<file path="src/rtl/c_fetch_ctrl.sv">
// c_fetch_ctrl: RV32IC fetch sequencer. Owns the halfword-aligned PC, drives a word-aligned
// instruction-memory address and realigns compressed / word-straddling instructions so that
// one aligned instruction leaves per output beat.
// Optional feature macro: C_EXT_EN (compressed support). Undefined builds an RV32I-only
// sequencer with no split state and no halfword buffer.
module c_fetch_ctrl #(
  parameter logic [31:0] RESET_PC = 32'h0000_0000
) (
  input  logic        clk,
  input  logic        reset,
  input  logic        br_taken_i,
  input  logic [31:0] br_target_i,
  input  logic        stall_i,
  output logic [31:0] imem_addr_o,
  input  logic [31:0] imem_rdata_i,
  output logic [31:0] inst_o,
  output logic [31:0] inst_pc_o,
  output logic        inst_valid_o,
  output logic        inst_is_c_o,
  output logic        stall_pc_o
);

  // pc_q holds pc[31:1]; bit 0 of the PC is always zero
  logic [30:0] pc_q, pc_d;
  logic [31:0] pc_full;
  logic [31:0] inst_q, inst_d;
  logic [31:0] inst_pc_q, inst_pc_d;
  logic        valid_q, valid_d;

  assign pc_full = {pc_q, 1'b0};

`ifdef C_EXT_EN
  typedef enum logic [0:0] {StRun, StSplit} state_e;

  localparam logic [30:0] ResetPcHw = RESET_PC[31:1];

  state_e      state_q, state_d;
  logic [15:0] hbuf_q, hbuf_d;
  logic        is_c_q, is_c_d;
  logic        unused_br_bit;

  assign unused_br_bit = br_target_i[0];
`else
  // RV32I only: pc[1] is forced low, including on reset
  localparam logic [30:0] ResetPcHw = {RESET_PC[31:2], 1'b0};

  logic [1:0] unused_br_bits;

  assign unused_br_bits = br_target_i[1:0];
`endif

  // State register: pc, FSM, halfword buffer and registered instruction outputs
  always_ff @(posedge clk or negedge reset) begin
    if (!reset) begin
      pc_q      <= ResetPcHw;
      inst_q    <= '0;
      inst_pc_q <= '0;
      valid_q   <= 1'b0;
`ifdef C_EXT_EN
      state_q   <= StRun;
      hbuf_q    <= '0;
      is_c_q    <= 1'b0;
`endif
    end else begin
      pc_q      <= pc_d;
      inst_q    <= inst_d;
      inst_pc_q <= inst_pc_d;
      valid_q   <= valid_d;
`ifdef C_EXT_EN
      state_q   <= state_d;
      hbuf_q    <= hbuf_d;
      is_c_q    <= is_c_d;
`endif
    end
  end

  // Next-state: branch beats stall beats normal sequencing
  always_comb begin
    pc_d      = pc_q;
    inst_d    = inst_q;
    inst_pc_d = inst_pc_q;
    valid_d   = valid_q;
`ifdef C_EXT_EN
    state_d   = state_q;
    hbuf_d    = hbuf_q;
    is_c_d    = is_c_q;
    if (br_taken_i) begin
      // The word fetched this cycle is dropped along with any buffered half
      pc_d    = br_target_i[31:1];
      state_d = StRun;
      hbuf_d  = '0;
      valid_d = 1'b0;
    end else if (!stall_i) begin
      unique case (state_q)
        StRun: begin
          if (!pc_q[0]) begin
            inst_pc_d = pc_full;
            valid_d   = 1'b1;
            if (imem_rdata_i[1:0] != 2'b11) begin
              inst_d = {16'h0000, imem_rdata_i[15:0]};
              is_c_d = 1'b1;
              pc_d   = pc_q + 31'd1;
            end else begin
              inst_d = imem_rdata_i;
              is_c_d = 1'b0;
              pc_d   = pc_q + 31'd2;
            end
          end else if (imem_rdata_i[17:16] != 2'b11) begin
            inst_d    = {16'h0000, imem_rdata_i[31:16]};
            inst_pc_d = pc_full;
            valid_d   = 1'b1;
            is_c_d    = 1'b1;
            pc_d      = pc_q + 31'd1;
          end else begin
            // Lower half of a straddling instruction; upper half comes from the next word
            hbuf_d  = imem_rdata_i[31:16];
            valid_d = 1'b0;
            state_d = StSplit;
          end
        end
        StSplit: begin
          inst_d    = {imem_rdata_i[15:0], hbuf_q};
          inst_pc_d = pc_full;
          valid_d   = 1'b1;
          is_c_d    = 1'b0;
          pc_d      = pc_q + 31'd2;
          state_d   = StRun;
        end
      endcase
    end
`else
    if (br_taken_i) begin
      pc_d    = {br_target_i[31:2], 1'b0};
      valid_d = 1'b0;
    end else if (!stall_i) begin
      inst_d    = imem_rdata_i;
      inst_pc_d = pc_full;
      valid_d   = 1'b1;
      pc_d      = pc_q + 31'd2;
    end
`endif
  end

  // Outputs: fetch address and split indicator are combinational from state
  always_comb begin
    imem_addr_o = {pc_q[30:1], 2'b00};
    stall_pc_o  = 1'b0;
`ifdef C_EXT_EN
    if (state_q == StSplit) begin
      imem_addr_o = {pc_q[30:1] + 30'd1, 2'b00};
      stall_pc_o  = 1'b1;
    end
`endif
  end

  assign inst_o       = inst_q;
  assign inst_pc_o    = inst_pc_q;
  assign inst_valid_o = valid_q;
`ifdef C_EXT_EN
  assign inst_is_c_o  = is_c_q;
`else
  assign inst_is_c_o  = 1'b0;
`endif

endmodule

</file>
<file path="config.mk">
export PLATFORM = sky130hd
export DESIGN_NAME = c_fetch_ctrl
export DESIGN_NICKNAME = d
export VERILOG_FILES = /design/src/rtl/c_fetch_ctrl.sv
export SDC_FILE = /design/constraint.sdc
export NUM_CORES = 1
export LEC_CHECK = 0
export ABC_AREA = 0
export BUFFER_PORTS_ARGS = -buffer_cell sky130_fd_sc_hd__buf_4
export CAP_MARGIN = 5
export CORE_MARGIN = 1.5
export CORE_UTILIZATION = 40
export CTS_CLUSTER_DIAMETER = 30
export DETAILED_ROUTE_END_ITERATION = 6
export PLACE_DENSITY = 0.72
export SKIP_CTS_REPAIR_TIMING = 1
export SYNTH_ARGS = -nofsm -noshare
export SYNTH_HDL_FRONTEND = slang
export SYNTH_SLANG_ARGS = --single-unit
</file>
<file path="constraint.sdc">
create_clock -name clk -period 2.8 [get_ports clk]
set_clock_uncertainty 0.2 [all_clocks]
set_input_delay 0 -clock clk [delete_from_list [all_inputs] [get_ports clk]]
set_output_delay 0 -clock clk [all_outputs]
set_load 0.02 [all_outputs]
</file>
==> results.py <==
metrics = {
    "global_routing": {
        "antenna_found_initial": 0,
        "grt_max_degree": 53,
        "groute.usage.overall_pct": 18.8,
        "first_global_vias": 3310,
        "grt-ovfl-total": 0,
        "grt_pass1_wl_um": 16300,
    },
    "yosys": {
        "synth_cell_types": 44,
        "avgSynthCellArea_sq_um": 12.1,
        "netlist_area_sq_um": 4180,
        "ys_ff_latch": 93,
        "yosys_warnings": 0,
        "syn_inst": 347,
        "seq_area_frac_synth_pct": 55.6,
    },
    "critical_path": {
        "cp_cell_sequence": "and4_1, nand3_1, o21a_1, o31a_1, dlygate4sd3_1",
        "cp.arrival_ns": 2.69,
        "crit_type": "flip-flop to flip-flop",
        "r2r-start": "pc_q[5]",
        "r2r_slack_ns": 0.16,
        "critPathMaxFanout": 9,
        "reg2reg_depth": 5,
        "critPathCaptureType": "flip-flop",
        "cp-start-kind": "flip-flop",
        "critPathMaxStageDelay_ns": 0.55,
        "cp.required_ns": 2.85,
        "rr_endpoint": "pc_q[20]",
        "slowest_stage": "dlygate4sd3_1",
    },
    "sta": {
        "period_minus_slack_ns": 2.64,
        "final-setup-viol-count": 0,
        "hold_viol": 1,
        "fin_tns_setup_ns": 0,
        "tightest_slew_ns": 0.834,
        "fmax_mhz": 379,
        "rsz0062_at_grt": "no",
        "hold_ws_ns": -0.0220,
        "drv_slew": 0,
        "relSlewSlack_pct": 44.3,
        "fin_crit_sh_pct": 94.3,
    },
    "run_status": {
        "status": "finished with violations",
        "violations": "negative hold slack",
    },
    "clocking": {
        "cts_tree": "yes",
        "cts.sinks": 93,
        "h-tree-depth": 3,
        "cts_made_buffers": 9,
        "clk_pin_slew_worst_paths_ns": 0.09,
        "clk_path_buf_depth": 2,
        "cts-root-buf": "clkbuf_8",
        "clkLatencyLatePin_ns": 0.36,
    },
    "finish": {
        "layout_common_cells": "buf_4 (161), dlygate4sd3_1 (95), dfrtp_1 (93)",
        "diodes": 0,
        "nFillCells": 796,
        "layout.nets": 663,
        "design_area_sq_um": 6600,
        "areaGrowthSynthToFinish_pct": 57.8,
        "final_common_cell": "buf_4",
        "drive_gt1_share_pct": 41.1,
    },
    "routing": {
        "firstDrtPassIters": 4,
        "remaining_drc_errors": 0,
        "ant_nets": 0,
        "vias": 3695,
        "viasPerCell": 5.03,
        "totalWireLength_um": 12000,
        "drt_first_iter_violations": 128,
        "wl_per_cell_um": 16.3,
    },
    "placement": {
        "gp_congestion": 0.757,
        "io_buffer_count": 158,
        "dpl-instance-area_sq_um": 5450,
        "place_hpwl_um": 7550,
    },
    "floorplan": {
        "die-width_um": 105,
        "initial_core_util_pct": 40.9,
        "rows": 37,
        "ios": 167,
        "die_h_um": 105,
        "die_area_sq_um": 11100,
        "core_area_sq_um": 10200,
    },
    "job": {
        "drv_cap": 0,
    },
    "pwr": {
        "pwr-share-seq_pct": 46.8,
        "p_sw_share_pct": 31.9,
        "netSwitchingPower_mw": 1.15,
        "pwr-share-clk_pct": 23.1,
        "p_leak_nw": 2.95,
        "internal_power_mw": 2.47,
        "power_frac_comb_pct": 30.1,
        "pwr_density_cell_nw_per_um2": 548,
        "irDropWorstVdd_uv": 386,
    },
    "hold_path": {
        "hold_path.startpoint": "br_taken_i",
        "hold_path_depth": 3,
        "hp-class": "primary input to flip-flop",
        "min_to": "pc_q[25]",
    },
}
power groups by stage:
| stage | clock network [mW] | logic (mW) | registers [mW] |
|---|---|---|---|
| floorplan | 0 | 0.271 | 1.92 |
| global placement | 0 | 0.948 | 1.70 |
| detailed placement | 0 | 0.968 | 1.71 |
| CTS | 0.857 | 0.968 | 1.69 |
| global route | 0.900 | 1.16 | 1.72 |
| finish | 0.836 | 1.09 | 1.69 |
cell type report:
cell class,instances,area (sq um),area share [%]
clock buffers,12,155,2.35
clock inverters,4,22.5,0.341
inverters,3,11.3,0.171
multi-input cells,229,1720,26.0
flip-flops and latches,93,2330,35.2
well taps,136,170,2.58
repair buffers,258,2200,33.3
per-stage QoR:
stage	utilization (%)	std cells	power, mW	setup slack (ns)
6_report	64.5	735	3.62	0.159
4_1_cts	55.0	639	3.51	0.576
2_1_floorplan	-	352	2.19	0.801
5_1_grt	64.5	735	3.78	0.0130
3_3_place_gp	53.3	623	2.65	0.705
3_5_place_dp	53.3	623	2.68	0.592
worst max-delay path, delay by kind of cell (launching register included):
kind / cells / cell delay (ns)
and+or+nand+nor: 2 / 0.77
buffers and inverters: 1 / 0.55
AOI/OAI and AO/OA: 2 / 0.51
DFF: 1 / 0.49
per-layer routing:
layer | GRT usage, % | vias up | wire [um]
met1 | 23.7 | 1807 | 5020
li1 | - | 1744 | -
met2 | 30.7 | 126 | 6040
met5 | 0 | - | 0
met4 | 7.73 | 0 | 228
met3 | 4.82 | 18 | 672
cells in the mapped netlist, drive strengths merged:
| library cell | n | area (sq um) |
|---|---|---|
| nor2b | 1 | 6.26 |
| buf | 16 | 109 |
| xnor2 | 2 | 17.5 |
| nor2 | 15 | 56.3 |
| o211a | 1 | 10.0 |
| or3 | 5 | 31.3 |
| nor4 | 1 | 6.26 |
| inv | 3 | 11.3 |
| or4 | 8 | 60.1 |
| o211ai | 6 | 45.0 |
| ha | 1 | 12.5 |
| nor3 | 1 | 5.00 |
| and3 | 5 | 32.5 |
| conb | 1 | 3.75 |
| nand4b | 1 | 8.76 |
| and3b | 1 | 8.76 |
| o21a | 1 | 7.51 |
| mux2 | 61 | 687 |
| nand2b | 1 | 6.26 |
| xor2 | 8 | 70.1 |
| mux2i | 1 | 10.0 |
| a31oi | 12 | 75.1 |
| clkbuf | 11 | 41.3 |
| or2 | 2 | 12.5 |
| o31a | 1 | 8.76 |
| nand4 | 11 | 98.8 |
| dfrtp | 93 | 2330 |
| o31ai | 7 | 52.6 |
| o21ai | 17 | 85.1 |
| a21oi | 1 | 5.00 |
| o311ai | 1 | 16.3 |
| a221o | 1 | 10.0 |
| and2 | 1 | 6.26 |
| and4b | 2 | 20.0 |
| nand3 | 13 | 65.1 |
| nand2 | 29 | 109 |
| and4 | 5 | 46.3 |
worst max-delay path by stage:
| stage | endpoint | startpoint | slack (ns) | cells after the start |
|---|---|---|---|---|
| after floorplan | pc_q[21] | pc_q[1] | 0.80 | 6 |
| after global placement | pc_q[21] | pc_q[1] | 0.71 | 5 |
| after detailed placement | pc_q[21] | pc_q[1] | 0.59 | 5 |
| after CTS | pc_q[21] | pc_q[1] | 0.58 | 5 |
| after global routing | pc_q[20] | pc_q[5] | 0.01 | 5 |
| final | pc_q[20] | pc_q[5] | 0.16 | 5 |
registers in the layout (all words and copies together), names as in the netlist:
register,cells
pc_q,30
inst_o,32
inst_valid_o,1
inst_pc_o,30
logic make-up (layout without fill, tap and decap cells):
kind of cell	Yosys count	count (layout)	share of synthesized area [%]
multiplexers	62	62	16.7
flip-flops	93	93	55.6
other	1	6	0.0896
AO/OA/AOI/OAI	48	48	7.54
AND/OR/NAND/NOR	102	102	13.8
buffers and inverters	30	277	3.86
adder cells (fa/ha/maj)	1	1	0.299
XOR/XNOR	10	10	2.09
(Power assumes the default switching activity.)
